### config.mk
export PLATFORM = sky130hd
export DESIGN_NAME = mac_seq
export DESIGN_NICKNAME = d
export VERILOG_FILES = /design/src/rtl/mac_pkg.sv /design/src/rtl/mac_seq.sv
export SDC_FILE = /design/constraint.sdc
export NUM_CORES = 1
export LEC_CHECK = 0
export BUFFER_PORTS_ARGS = -buffer_cell sky130_fd_sc_hd__buf_4
export CAP_MARGIN = 20
export CORE_MARGIN = 1.5
export CORE_UTILIZATION = 44
export DETAILED_ROUTE_END_ITERATION = 8
export GPL_TIMING_DRIVEN = 1
export PLACE_DENSITY = 0.9
export SLEW_MARGIN = 20
export SYNTH_ARGS = -nofsm -noshare
export SYNTH_HDL_FRONTEND = slang
export SYNTH_SLANG_ARGS = --single-unit
### constraint.sdc
create_clock -name clk -period 3.6 [get_ports clk]
set_input_delay 0.36 -clock clk [delete_from_list [all_inputs] [get_ports clk]]
set_output_delay 0.36 -clock clk [all_outputs]
set_load 0.1 [all_outputs]
### src/rtl/mac_pkg.sv
// Shared definitions for the MAC sequencer.
//  - seq_state_e : sequencer FSM state encoding
//  - MAC_N       : default operand/result width
//  - MAC_LEN_W   : default command length field width
package mac_pkg;

  localparam int MAC_N     = 16;
  localparam int MAC_LEN_W = 8;

  typedef enum logic [2:0] {
    S_IDLE,
    S_ZERO,
    S_LOAD,
    S_FLUSH,
    S_CAPT
  } seq_state_e;

endpackage

### src/rtl/mac_seq.sv
// mac_seq: drives a signed MAC through one dot product per command.
//  For each command it streams cmd_len (a,b) pairs into the MAC with sload low,
//  runs one flush cycle so the last product lands in the accumulator, then
//  captures the MAC P bus into an output register presented with valid/ready.
//
// Ports
//  clk, arst_n            clock, asynchronous active-low reset
//  cmd_valid/ready/len    command handshake and pair count
//  s_valid/ready, s_a/b   operand pair stream (signed)
//  m_valid/ready, m_data  result handshake and signed result (MAC P verbatim)
//  m_err                  result came from a stalled, aborted command
//  mac_ce, mac_sload      MAC clock enable / extract-and-clear select
//  mac_a, mac_b           MAC operands
//  mac_pvalid, mac_p      MAC result valid and P bus (high-Z when not valid)
//
// Configuration
//  MAC_SEQ_TIMEOUT_EN : when defined, TO_CYC consecutive idle operand cycles in
//                       LOAD abort the command; the partial sum is delivered
//                       with m_err=1. Undefined: LOAD waits forever, m_err=0.
module mac_seq
  import mac_pkg::*;
#(
  parameter int N      = MAC_N,
  parameter int LEN_W  = MAC_LEN_W,
  parameter int TO_CYC = 15
) (
  input  logic             clk,
  input  logic             arst_n,
  input  logic             cmd_valid,
  output logic             cmd_ready,
  input  logic [LEN_W-1:0] cmd_len,
  input  logic             s_valid,
  output logic             s_ready,
  input  logic [N-1:0]     s_a,
  input  logic [N-1:0]     s_b,
  output logic             m_valid,
  input  logic             m_ready,
  output logic [N-1:0]     m_data,
  output logic             m_err,
  output logic             mac_ce,
  output logic             mac_sload,
  output logic [N-1:0]     mac_a,
  output logic [N-1:0]     mac_b,
  input  logic             mac_pvalid,
  input  logic [N-1:0]     mac_p
);

  if (TO_CYC < 1) begin : g_bad_to_cyc
    $error("mac_seq: TO_CYC must be at least 1");
  end

  seq_state_e       state_q, state_d;
  logic [LEN_W-1:0] cnt_q, cnt_d;
  logic             m_valid_q, m_valid_d;
  logic [N-1:0]     m_data_q, m_data_d;
  logic             m_err_q, m_err_d;

  logic             timeout;  // LOAD gave up waiting for operands
  logic             abort;    // current command ended by timeout
  logic             out_free; // output register may take a new result

  assign out_free = !m_valid_q || m_ready;

`ifdef MAC_SEQ_TIMEOUT_EN
  localparam int TW = $clog2(TO_CYC + 1);

  logic [TW-1:0] stall_q, stall_d;
  logic          err_q, err_d;

  // Fires on the TO_CYC-th consecutive idle cycle; any beat clears the count.
  assign timeout = (state_q == S_LOAD) && !s_valid && (stall_q == TW'(TO_CYC - 1));
  assign abort   = err_q;

  always_comb begin
    stall_d = '0;
    if (state_q == S_LOAD && !s_valid) stall_d = stall_q + TW'(1);
    err_d = err_q;
    if (state_q == S_IDLE) err_d = 1'b0;
    if (timeout)           err_d = 1'b1;
  end

  always_ff @(posedge clk or negedge arst_n) begin
    if (!arst_n) begin
      stall_q <= '0;
      err_q   <= 1'b0;
    end else begin
      stall_q <= stall_d;
      err_q   <= err_d;
    end
  end
`else
  assign timeout = 1'b0;
  assign abort   = 1'b0;
`endif

  // State and result registers
  always_ff @(posedge clk or negedge arst_n) begin
    if (!arst_n) begin
      state_q   <= S_IDLE;
      cnt_q     <= '0;
      m_valid_q <= 1'b0;
      m_data_q  <= '0;
      m_err_q   <= 1'b0;
    end else begin
      state_q   <= state_d;
      cnt_q     <= cnt_d;
      m_valid_q <= m_valid_d;
      m_data_q  <= m_data_d;
      m_err_q   <= m_err_d;
    end
  end

  // Next state. A handshake drops m_valid unless a capture on the same edge
  // refills the register, in which case the new result wins.
  always_comb begin
    state_d   = state_q;
    cnt_d     = cnt_q;
    m_valid_d = m_valid_q && !m_ready;
    m_data_d  = m_data_q;
    m_err_d   = m_err_q;
    unique case (state_q)
      S_IDLE: begin
        if (cmd_valid) begin
          cnt_d   = cmd_len;
          state_d = (cmd_len == '0) ? S_ZERO : S_LOAD;
        end
      end
      S_ZERO: begin
        if (out_free) begin
          m_data_d  = '0;
          m_valid_d = 1'b1;
          m_err_d   = 1'b0;
          state_d   = S_IDLE;
        end
      end
      S_LOAD: begin
        if (s_valid) begin
          cnt_d = cnt_q - LEN_W'(1);
          if (cnt_q == LEN_W'(1)) state_d = S_FLUSH;
        end else if (timeout) begin
          state_d = S_FLUSH;
        end
      end
      S_FLUSH: state_d = S_CAPT;
      S_CAPT: begin
        // P is only trusted while the MAC flags it valid.
        if (out_free && mac_pvalid) begin
          m_data_d  = mac_p;
          m_valid_d = 1'b1;
          m_err_d   = abort;
          state_d   = S_IDLE;
        end
      end
      default: state_d = S_IDLE;
    endcase
  end

  // MAC control. Outside LOAD the MAC idles in extract mode with zero
  // operands so the accumulator's upper half stays cleared between bursts.
  always_comb begin
    cmd_ready = 1'b0;
    s_ready   = 1'b0;
    mac_ce    = 1'b1;
    mac_sload = 1'b1;
    mac_a     = '0;
    mac_b     = '0;
    unique case (state_q)
      S_IDLE: cmd_ready = 1'b1;
      S_LOAD: begin
        s_ready   = 1'b1;
        mac_sload = 1'b0;
        mac_ce    = s_valid;  // a missing operand freezes the whole MAC pipe
        mac_a     = s_a;
        mac_b     = s_b;
      end
      S_CAPT: mac_ce = out_free;  // hold P while the consumer backpressures
      default: ;
    endcase
  end

  assign m_valid = m_valid_q;
  assign m_data  = m_data_q;
  assign m_err   = m_err_q;

endmodule

Yosys cells after proc, flatten, opt, wreduce, memory -nomap -nowiden --
Index checks and enable logic that the tools add are counted.
Storage, ports and cells: bits in registers 29, latch bits 0, RAM bits 0, ROM bits 0, input port bits 62, output and inout bits 54, word-level logic and storage cells 53, memories 0
Cells by class: add/sub/neg operators 1, multiply operators 0, divide/modulo/power cells 0, magnitude comparators 0, eq/ne operators 10, shift-type cells 0, muxes and demuxes 25, bitwise operators 0, reduce and logical (&&, ||, !) cells 12
Operators with widths (count):
- $mux 16 | 4
- $pmux 16 s2 | 1
- $mux 8 | 2
- $pmux 8 s2 | 1
- $mux 3 | 5
- $pmux 3 s5 | 1
- $ne 2x2->1 const B | 5
- $eq 8x1->1 const B | 1
- $logic_not 8->1 | 1
- $sub 8x1->8 const B | 1
- $mux 1 | 7
- $eq 3x2->1 const B | 2
- $pmux 1 s2 | 3
- $reduce_and 3->1 | 2
- $reduce_and 5->1 | 1
- $reduce_bool 2->1 | 2
- $eq 3x1->1 const B | 1
- $eq 3x3->1 const B | 1
- $logic_not 3->1 | 1
- $logic_and 1x1->1 | 2
- $logic_not 1->1 | 2
- $mux 2 | 1
- $logic_or 1x1->1 | 1

Logic depth before layout (Yosys ltp) --
Gate-level depths: netlist of run 1.
word-level depth 5, mapped depth 7, depth with buffers taken out 6

Worst setup path after synthesis of run 1 --
Ideal clock, no wire load.
path type register -> output, start point reg state_q[1], end point out cmd_ready, data arrival time 2.572 ns, setup slack 0.668 ns, cell stages (with the launch flop) 3, buffers on the path 1, cell sequence dfrtp_1 > buf_2 > nor3_1
On the way: word-level cells in the longest chain between the ends 2
Ends and longest elaborated chain:
- start: declaration | RTL line mac_seq.sv:52 | seq_state_e state_q, state_d;
- start signal: assignment | RTL line mac_seq.sv:105 | state_q <= state_d;
- $logic_not 3->1 | RTL line mac_seq.sv:167 | unique case (state_q)
- $mux 1 | RTL line mac_seq.sv:167
- end: declaration | RTL line mac_seq.sv:30 | output logic cmd_ready,
No other way between the ends.

Worst setup path after layout of run 1 --
start point reg state_q[1], end point out mac_sload
On the way: word-level cells in the longest chain between the ends 2
Ends and longest elaborated chain:
- $eq 3x2->1 | RTL line mac_seq.sv:167
- $mux 1 | RTL line mac_seq.sv:167
- end: declaration | RTL line mac_seq.sv:41 | output logic mac_sload,
No other way between the ends.

==> impl_metrics.json, run 1 <==
{
  "worst_path_required_time_ns": 3.24,
  "critical_path_arrival_ns": 1.91,
  "via_count_of_the_first_global_routing_pass": 1618,
  "dp_slack_ns": 1.623,
  "grt_antenna_before_repair": 0,
  "route.detailed.wl_per_inst_um": 13.93,
  "ant_nets": 0,
  "finClkSkew_ns": 0.007216,
  "die_area_mm2": 0.004094,
  "holdBufCountCts": 1,
  "numPortBuffers": 114,
  "post-synth-top-area-fraction_pct": 42.81,
  "number_of_iterations_in_the_first_detailed_routing_pass": 4,
  "postSynth.topFlopCell": "sky130_fd_sc_hd__dfrtp_1",
  "synth.lib_cells_used.distinct": 42,
  "critPathCaptureType": "output pin",
  "area_delta_synth_final_pct": 53.44,
  "yosys_warnings": 0,
  "grt.overflow.total": 0,
  "final_cell_area_mm2": 0.002511,
  "synth.net_count": 238,
  "total_leakage_power_nw": 1.294,
  "crit_chain": "nor3b_2, buf_4, inv_1, buf_4",
  "synth.avg_cell_area_um2": 9.406,
  "max-cap-violations": 0,
  "height_of_the_die_um": 63.99,
  "vdd_ir_drop_max_mv": 0.3504,
  "p_switching_mw": 0.7487,
  "drc": 0,
  "synth_enable_flop_cells": 0,
  "width_of_the_die_um": 63.99,
  "final-max-slew-violation-count": 0,
  "netlist.top_cell.by_area": "sky130_fd_sc_hd__dfrtp_1",
  "p_sw_share_pct": 52.68,
  "cpPeakStageDelay_ns": 0.48,
  "share_clk_of_total_power_pct": 11.1,
  "cell_at_the_slowest_stage_of_the_critical_path": "sky130_fd_sc_hd__dfrtp_1",
  "finalHoldWorstSlack_ns": 0.3136,
  "worst_slew_pin_tran_ns": 0.5988,
  "number_of_diodes": 0,
  "synth_area_leaders": "sky130_fd_sc_hd__dfrtp_1, sky130_fd_sc_hd__and2_1, sky130_fd_sc_hd__a22o_1, sky130_fd_sc_hd__a21oi_1, sky130_fd_sc_hd__buf_6",
  "status": "completed",
  "cts_tree": "yes",
  "power_density_cells_mw_per_mm2": 566.0,
  "cts-buffers-inserted": 3,
  "global_route.usage.total_pct": 22.50,
  "timing.final.crit_period_ns": 2.270,
  "insertion_delay_ns": 0.26,
  "fillCellCount": 261,
  "mappedNetlistArea_mm2": 0.001637,
  "hold_viol": 0,
  "postSynth.asyncResetShare_pct": 100.0,
  "slew_headroom_pct": 60.08,
  "critical_path_class": "flip-flop to output pin",
  "cts_setup_buffers": 0,
  "synth_most_common_cell": "sky130_fd_sc_hd__and2_1",
  "dpl_cell_area_mm2": 0.002460,
  "clk_pin_slew_worst_paths_ns": 0.09,
  "grt_max_degree": 40,
  "boundaryPins": 116,
  "starting_density_of_the_core_pct": 47.55,
  "globalplace.congestion": 0.8287,
  "finalWorstSetupSlack_ns": 1.330,
  "syn_inst": 174,
  "worst_path_most_repeated_cell": "sky130_fd_sc_hd__buf_4",
  "via_per_inst": 5.201,
  "timing.final.setup_violations": 0,
  "cts_resized": 0,
  "core_region_area_mm2": 0.003442,
  "setup.reg_to_reg.worst_slack_ns": 1.70,
  "placed_wire_length_estimate_after_detailed_placement_mm": 3.547,
  "period_share_pct": 63.07,
  "cp_launch_type": "flip-flop",
  "cts.root.buffer_cell": "sky130_fd_sc_hd__clkbuf_8",
  "p_int_mw": 0.6725,
  "combPwrFrac_pct": 59.4,
  "ys_seq_elements": 28,
  "holdCritPathClass": "input port to flip-flop",
  "post_synth_most_frequent_cells": "sky130_fd_sc_hd__and2_1, sky130_fd_sc_hd__dfrtp_1, sky130_fd_sc_hd__a22o_1",
  "unrepaired_setup_endpoints_after_global_routing": "no",
  "wire_length_of_the_first_global_routing_pass_mm": 7.189,
  "layout-drive-gt1-share_pct": 44.40,
  "vias": 1680,
  "p_total_mw": 1.421,
  "clockBufferDepth": 2,
  "wl_mm": 4.500,
  "sinks_on_the_clock_net": 28,
  "h_tree_depth": 1,
  "totalNegativeSetupSlack_ns": 0,
  "final_net_count": 343,
  "critPathMaxFanout": 39,
  "first_iter_violations": 50,
  "power_frac_seq_pct": 29.5,
  "max_clock_freq_ghz": 0.4404,
  "yosysSeqAreaShare_pct": 42.81,
  "rows": 21
}
==> state kept, by name, summed over array words and instances (netlist names) <==
| register | flops |
|---|---|
| cnt_q | 8 |
| m_valid | 1 |
| m_data | 16 |
| state_q | 3 |
==> routing by layer <==
layer | vias up | global-route usage (%) | share of wire (%)
li1 | 817 | - | -
met1 | 766 | 28.00 | 41
met2 | 91 | 36.59 | 46
met3 | 6 | 7.218 | 12
met4 | 0 | 7.880 | 1.4
met5 | - | 0 | 0
==> final timing paths <==
| kind | startpoint | endpoint | cells past startpoint |
|---|---|---|---|
| worst max-delay path | state_q[1] | mac_sload | 4 |
| worst min-delay path | mac_p[10] | m_data[10] | 2 |
| worst max register to register | state_q[1] | cnt_q[4] | 6 |
| worst min register to register | m_data[1] | m_data[1] | 1 |
| max in group asynchronous | arst_n | cnt_q[6] | 2 |
| min in group asynchronous | arst_n | m_valid | 2 |
==> area by class of cell <==
| cell class | count | area (um^2) | share of cell area, % |
|---|---|---|---|
| clock buffer | 3 | 41.29 | 1.644 |
| multi-input combinational | 124 | 815.8 | 32.49 |
| timing repair buffer | 116 | 873.3 | 34.78 |
| sequential | 28 | 700.7 | 27.90 |
| tap | 46 | 57.56 | 2.292 |
| inverter | 6 | 22.52 | 0.8969 |
==> per-stage QoR <==
stage          utilization [%]  cells
6_report                 72.96    323
5_1_grt                  72.96    323
4_1_cts                  72.96    323
3_5_place_dp             71.46    319
3_3_place_gp             71.46    319
2_1_floorplan                -    174
==> power groups by stage <==
stage | logic [mW] | registers (mW) | clock network, mW
global route | 0.892 | 0.432 | 0.178
CTS | 0.847 | 0.419 | 0.164
floorplan | 0.667 | 0.417 | 0
finish | 0.844 | 0.420 | 0.158
detailed placement | 0.845 | 0.424 | 0
global placement | 0.832 | 0.422 | 0
==> placed cells by master (no fill, tap or decap), types with 2 or more instances in the layout <==
cell / count
sky130_fd_sc_hd__buf_4: 115
sky130_fd_sc_hd__and2_1: 33
sky130_fd_sc_hd__dfrtp_1: 28
sky130_fd_sc_hd__a22o_1: 16
sky130_fd_sc_hd__a21oi_1: 10
sky130_fd_sc_hd__nor2_1: 8
sky130_fd_sc_hd__inv_1: 6
sky130_fd_sc_hd__nand2_1: 5
sky130_fd_sc_hd__nor4_1: 5
sky130_fd_sc_hd__o21ai_0: 5
sky130_fd_sc_hd__nor3_1: 4
sky130_fd_sc_hd__nand2b_1: 4
sky130_fd_sc_hd__clkbuf_8: 3
sky130_fd_sc_hd__a21o_1: 2
sky130_fd_sc_hd__nand3_1: 2
sky130_fd_sc_hd__o21bai_1: 2
sky130_fd_sc_hd__a22oi_1: 2
sky130_fd_sc_hd__o2bb2ai_1: 2
sky130_fd_sc_hd__o21ai_1: 2
sky130_fd_sc_hd__ha_1: 2
==> logic make-up after synthesis <==
logic type,share of synthesized area [%]
AO/OA/AOI/OAI,21.25
flip-flops,42.81
multiplexers,1.300
adder cells (fa/ha/maj),1.529
other,0.2291
buffers and inverters,7.645
AND/OR/NAND/NOR,25.23
==> critical path, delay by kind of cell (launching register included) <==
family        cells  cell delay [ns]
simple gates      1             0.19
flops             1             0.48
buf+inv           3             0.96
(Power assumes the default switching activity.)
==> run 2: changes to the inputs <==
--- a/config.mk
+++ b/config.mk
@@ -5,13 +5,14 @@
 export SDC_FILE = /design/constraint.sdc
 export NUM_CORES = 1
 export LEC_CHECK = 0
+export ABC_AREA = 1
 export BUFFER_PORTS_ARGS = -buffer_cell sky130_fd_sc_hd__buf_4
 export CAP_MARGIN = 20
 export CORE_MARGIN = 1.5
-export CORE_UTILIZATION = 44
+export CORE_UTILIZATION = 43
 export DETAILED_ROUTE_END_ITERATION = 8
 export GPL_TIMING_DRIVEN = 1
-export PLACE_DENSITY = 0.9
+export PLACE_DENSITY = 0.86
 export SLEW_MARGIN = 20
 export SYNTH_ARGS = -nofsm -noshare
 export SYNTH_HDL_FRONTEND = slang
==> constraint.sdc (replaced) <==
create_clock -name clk -period 2.1 [get_ports clk]
set_input_delay 0.21 -clock clk [delete_from_list [all_inputs] [get_ports clk]]
set_output_delay 0.21 -clock clk [all_outputs]
set_load 0.1 [all_outputs]
==> run 2 against run 1 <==
Effect of this change:
- first-iteration DRC count grew to 2.5 times the previous value
- critical path type unchanged
- cell area is 14% higher
- sequential share of layout area is 3.5 points lower
- clock skew is 0.0044 ns lower
- utilization is 1.7 points lower
==> impl_metrics.json, run 2 <==
{
  "post_synth_most_frequent_cells": "sky130_fd_sc_hd__nand2_1, sky130_fd_sc_hd__inv_1, sky130_fd_sc_hd__nor2_1",
  "via_count_of_the_first_global_routing_pass": 1868,
  "synth_area_leaders": "sky130_fd_sc_hd__dfrtp_1, sky130_fd_sc_hd__nand2_1, sky130_fd_sc_hd__inv_1, sky130_fd_sc_hd__nor2_1, sky130_fd_sc_hd__nand3_1",
  "vias": 2128,
  "max-cap-violations": 0,
  "hold_viol": 0,
  "netlist.top_cell.by_area": "sky130_fd_sc_hd__dfrtp_1",
  "clockBufferDepth": 2,
  "post-synth-top-area-fraction_pct": 38.62,
  "synth.net_count": 345,
  "footprint_of_the_multi_input_gates_um2": 902.1,
  "worst-r2r-cell-count": 6,
  "finClkSkew_ns": 0.002815,
  "most_frequent_standard_cell_in_the_layout_excluding_fill_and_tap_cells": "sky130_fd_sc_hd__buf_4",
  "via_per_inst": 4.793,
  "critPathCaptureType": "output pin",
  "cts.root.buffer_cell": "sky130_fd_sc_hd__clkbuf_8",
  "die_area_mm2": 0.004618,
  "critical_path_arrival_ns": 1.73,
  "final_net_count": 459,
  "syn_inst": 281,
  "timing.final.crit_period_ns": 1.944,
  "width_of_the_die_um": 67.96,
  "sequential_cell_area_um2": 701.9,
  "cts-buffers-inserted": 3,
  "mappedNetlistArea_mm2": 0.001814,
  "insertion_delay_ns": 0.28,
  "synth.avg_cell_area_um2": 6.456,
  "dp_slack_ns": 0.3636,
  "synth.lib_cells_used.distinct": 23,
  "h_tree_depth": 1,
  "core_region_area_mm2": 0.004029,
  "placed_wire_length_estimate_after_detailed_placement_mm": 4.208,
  "drc": 0,
  "ant_nets": 0,
  "worst_path_required_time_ns": 1.89,
  "dpl_cell_area_mm2": 0.002786,
  "globalplace.congestion": 0.9147,
  "wire_length_of_the_first_global_routing_pass_mm": 7.845,
  "final-max-slew-violation-count": 0,
  "layout.cells.most_common_list": "sky130_fd_sc_hd__buf_4, sky130_fd_sc_hd__nand2_1, sky130_fd_sc_hd__inv_1",
  "postSynth.topFlopCell": "sky130_fd_sc_hd__dfrtp_1",
  "worst_slew_pin_tran_ns": 0.5101,
  "global_route.usage.total_pct": 21.98,
  "first_iter_violations": 127,
  "rows": 23,
  "route.detailed.wl_per_inst_um": 11.82,
  "max_clock_freq_ghz": 0.5145,
  "timing.final.setup_violations": 0,
  "height_of_the_die_um": 67.96,
  "critPathMaxFanout": 19,
  "yosys_warnings": 0,
  "largest_register_ffs": 16,
  "sinks_on_the_clock_net": 28,
  "status": "completed",
  "grt_antenna_before_repair": 0,
  "finalWorstSetupSlack_ns": 0.1565,
  "holdCritPathClass": "input port to flip-flop",
  "grt.overflow.total": 0,
  "critical_path_class": "flip-flop to output pin",
  "layout-drive-gt1-share_pct": 35.28,
  "fillCellCount": 335,
  "starting_density_of_the_core_pct": 45.03,
  "ys_seq_elements": 28,
  "wl_mm": 5.247,
  "worstHoldPathCells": 3,
  "unrepaired_setup_endpoints_after_global_routing": "no",
  "grt_max_degree": 29,
  "cp_launch_type": "flip-flop",
  "boundaryPins": 116,
  "numPortBuffers": 114,
  "synth_enable_flop_cells": 0,
  "synth_most_common_cell": "sky130_fd_sc_hd__nand2_1",
  "slew_headroom_pct": 65.99,
  "cts_tree": "yes",
  "period_share_pct": 92.55,
  "clk_pin_slew_worst_paths_ns": 0.10,
  "yosysSeqAreaShare_pct": 38.62,
  "area_delta_synth_final_pct": 58.35,
  "number_of_iterations_in_the_first_detailed_routing_pass": 4,
  "final_cell_area_mm2": 0.002873,
  "number_of_diodes": 0,
  "cts_setup_buffers": 0,
  "postSynth.asyncResetShare_pct": 100.0
}
-- run 2: area by class of cell --
| cell class | instances | share of cell area [%] |
|---|---|---|
| clock buffers | 3 | 1.437 |
| inverters | 55 | 7.186 |
| repair buffers | 120 | 32.32 |
| flip-flops and latches | 28 | 24.43 |
| clock inverters | 1 | 1.045 |
| multi-input cells | 187 | 31.40 |
| well taps | 50 | 2.178 |
-- run 2: routing by layer --
metal | global-route usage (%) | up-vias | part of all wire [%]
li1 | - | 1077 | -
met1 | 25.51 | 981 | 40
met2 | 41.63 | 68 | 53
met3 | 4.934 | 2 | 6.9
met4 | 3.250 | 0 | 0.32
met5 | 0 | - | 0
-- run 2: logic make-up (layout without fill, tap and decap cells) --
| logic type | after synthesis | after routing | synth area share (%) |
|---|---|---|---|
| AO/OA/AOI/OAI | 34 | 34 | 9.724 |
| buffers and inverters | 66 | 179 | 15.52 |
| other | 1 | 1 | 0.2067 |
| adder cells (fa/ha/maj) | 2 | 2 | 1.379 |
| AND/OR/NAND/NOR | 150 | 150 | 34.55 |
| flip-flops | 28 | 28 | 38.62 |
-- run 2: worst paths after layout --
| path | to | slack (ns) | startpoint |
|---|---|---|---|
| max in group asynchronous | m_valid | 1.43 | arst_n |
| setup reg to reg | cnt_q[3] | 0.45 | state_q[0] |
| setup / recovery | mac_a[0] | 0.16 | state_q[0] |
| hold / removal | m_data[11] | 0.15 | mac_p[11] |
| min in group asynchronous | cnt_q[5] | 0.38 | arst_n |
| hold reg to reg | m_data[8] | 0.49 | m_data[8] |
-- run 2: worst max-delay path, cell delays in order (launching register included) --
cell,delay (ns)
sky130_fd_sc_hd__dfrtp_1,0.47
sky130_fd_sc_hd__nor2_4,0.20
sky130_fd_sc_hd__nand2_4,0.17
sky130_fd_sc_hd__buf_12,0.20
sky130_fd_sc_hd__nor2_1,0.11
sky130_fd_sc_hd__buf_4,0.30
-- run 2: what timing repair did --
item / 4_1_cts / 5_1_grt
endpoints found under the hold margin: 28 / 0
hold buffers: 1 / 0
setup endpoints to repair: 0 / 25
gates resized for setup: 0 / 1
-- run 2: per-stage QoR --
| stage | instances | hold WS [ns] | setup TNS (ns) | util (%) |
|---|---|---|---|---|
| after floorplan | 281 | -0.08559 | -9.839 | - |
| after global placement | 439 | 0.1486 | 0 | 69.16 |
| after detailed placement | 439 | 0.1545 | 0 | 69.16 |
| after CTS | 444 | 0.1478 | 0 | 71.18 |
| after global routing | 444 | 0.1483 | 0 | 71.30 |
| final | 444 | 0.1528 | 0 | 71.30 |
Power of run 2 is not shown: default switching activity piles up to over one toggle a cycle in this logic, so the estimate is an artifact.
==> run 3: changes to the inputs <==
--- a/config.mk
+++ b/config.mk
@@ -9,10 +9,10 @@
 export BUFFER_PORTS_ARGS = -buffer_cell sky130_fd_sc_hd__buf_4
 export CAP_MARGIN = 20
 export CORE_MARGIN = 1.5
-export CORE_UTILIZATION = 43
+export CORE_UTILIZATION = 30
 export DETAILED_ROUTE_END_ITERATION = 8
 export GPL_TIMING_DRIVEN = 1
-export PLACE_DENSITY = 0.86
+export PLACE_DENSITY = 0.67
 export SLEW_MARGIN = 20
 export SYNTH_ARGS = -nofsm -noshare
 export SYNTH_HDL_FRONTEND = slang
==> constraint.sdc (replaced) <==
create_clock -name clk -period 1.6 [get_ports clk]
set_input_delay 0.16 -clock clk [delete_from_list [all_inputs] [get_ports clk]]
set_output_delay 0.16 -clock clk [all_outputs]
set_load 0.1 [all_outputs]
==> run 3 against run 2 <==
Effect of this change:
- the flow now finishes with violations (setup timing)
- critical path depth did not move
- wire length rose by 22%
- die area rose by 41%
- worst hold slack got worse by 0.042 ns
- first-iteration DRC count fell by 37%
- clock skew rose by 0.00096 ns
- non-clock buffer count rose by 16
==> impl_metrics.json, run 3 (same netlist as run 2, synthesis figures left out) <==
{
  "cts.root.buffer_cell": "sky130_fd_sc_hd__clkbuf_8",
  "finClkSkew_ns": 0.003771,
  "core_region_area_mm2": 0.005886,
  "dpl_cell_area_mm2": 0.003032,
  "cts_tree": "yes",
  "starting_density_of_the_core_pct": 30.82,
  "unrepaired_setup_endpoints_after_global_routing": "yes",
  "globalplace.congestion": 0.8600,
  "via_count_of_the_first_global_routing_pass": 1977,
  "final_net_count": 475,
  "status": "finished, violations left",
  "globalRouteMet1Util_pct": 21.28,
  "failed_checks": "setup timing",
  "global_route.usage.total_pct": 18.44,
  "max-cap-violations": 0,
  "ant_nets": 0,
  "max_clock_freq_ghz": 0.5896,
  "cts-buffers-inserted": 3,
  "vias": 2211,
  "clockBufferDepth": 2,
  "cp_launch_type": "flip-flop",
  "most_frequent_standard_cell_in_the_layout_excluding_fill_and_tap_cells": "sky130_fd_sc_hd__buf_4",
  "layout-drive-gt1-share_pct": 45.37,
  "boundaryPins": 116,
  "via_per_inst": 4.559,
  "critical_path_class": "flip-flop to output pin",
  "clk_pin_slew_worst_paths_ns": 0.10,
  "critPathMaxFanout": 15,
  "h_tree_depth": 1,
  "finalWorstSetupSlack_ns": -0.09620,
  "final_cell_area_mm2": 0.003696,
  "height_of_the_die_um": 80.77,
  "critical_path_arrival_ns": 1.54,
  "hold_viol": 0,
  "timing.final.setup_violations": 34,
  "insertion_delay_ns": 0.27,
  "area_delta_synth_final_pct": 103.7,
  "first_iter_violations": 80,
  "cpPeakStageDelay_ns": 0.45,
  "grt.overflow.total": 0,
  "width_of_the_die_um": 80.77,
  "drc": 0,
  "grt_max_degree": 29,
  "die_area_mm2": 0.006523,
  "worst_path_required_time_ns": 1.44,
  "grt_antenna_before_repair": 0,
  "placed_wire_length_estimate_after_detailed_placement_mm": 4.241,
  "holdCritPathClass": "input port to flip-flop",
  "layout.cells.most_common_list": "sky130_fd_sc_hd__buf_4, sky130_fd_sc_hd__nand2_1, sky130_fd_sc_hd__inv_1",
  "final-max-slew-violation-count": 0,
  "number_of_diodes": 0,
  "globalRoute.busiestLayer": "met2",
  "period_share_pct": 106.0,
  "critPathCaptureType": "output pin",
  "grt_use_met2_pct": 34.29,
  "wire_length_of_the_first_global_routing_pass_mm": 9.239,
  "wl_mm": 6.386,
  "timing.final.crit_period_ns": 1.696,
  "numPortBuffers": 114,
  "number_of_iterations_in_the_first_detailed_routing_pass": 4,
  "rows": 28,
  "largest_register_ffs": 16,
  "route.detailed.wl_per_inst_um": 13.17,
  "sinks_on_the_clock_net": 28,
  "crit_chain": "nor2_4, nand2_4, buf_12, nor2_4, buf_12",
  "cell_at_the_slowest_stage_of_the_critical_path": "sky130_fd_sc_hd__dfrtp_2",
  "use_met3_pct": 3.596
}
[run 3: metal layers]
layer | vias up | wire length, um | part of all wire (%)
met5 | - | 0 | 0
met4 | 0 | 55 | 0.86
met3 | 4 | 554 | 8.7
met2 | 86 | 3302 | 52
met1 | 1011 | 2473 | 39
li1 | 1110 | - | -
[run 3: area by class of cell]
class,instances,area [um^2]
timing repair buffer,136,1501
tap,75,93.84
clock buffer,3,41.29
inverter,55,210.2
clock inverter,1,30.03
multi-input combinational,187,1111
sequential,28,708.2
fill,481,2190
[run 3: through the flow]
step           instances  setup WS [ns]  TNS [ns]  util [%]  hold WS, ns
2_1_floorplan        281        -0.1679    -2.917         -      -0.1356
3_3_place_gp         470         0.1054         0     51.51       0.1065
3_5_place_dp         470        0.05050         0     51.51       0.1041
4_1_cts              479       -0.08483    -1.740     61.20       0.1052
5_1_grt              485        -0.1596    -4.389     62.80       0.1116
6_report             485       -0.09620    -1.950     62.80       0.1105
[run 3: critical path: cells and delay by family, from the launching register on]
| kind | cells | cell delay, ns |
|---|---|---|
| AND/OR/NAND/NOR | 3 | 0.42 |
| buffers and inverters | 2 | 0.38 |
| flip-flops | 1 | 0.45 |
[run 3: path summary, 6_finish.rpt]
check	endpoint	from	depth (start not counted)	slack, ns
setup / recovery	mac_b[5]	state_q[2]	5	-0.1
hold / removal	m_data[8]	mac_p[8]	3	0.11
setup reg to reg	cnt_q[1]	state_q[2]	7	0.10
hold reg to reg	m_data[7]	m_data[7]	2	0.50
max in group asynchronous	m_valid	arst_n	2	0.97
min in group asynchronous	m_data[12]	arst_n	2	0.34
[run 3: timing repair]
item | CTS | global route
hold endpoints to repair | 28 | 0
buffers inserted | 4 | 6
endpoints found under the setup margin | 36 | 50
gates resized for setup | 113 | 11
pin swaps | 2 | 1
cloned | 0 | 0
hold buffers | 1 | 0
Power of run 3 is left out for the same reason.
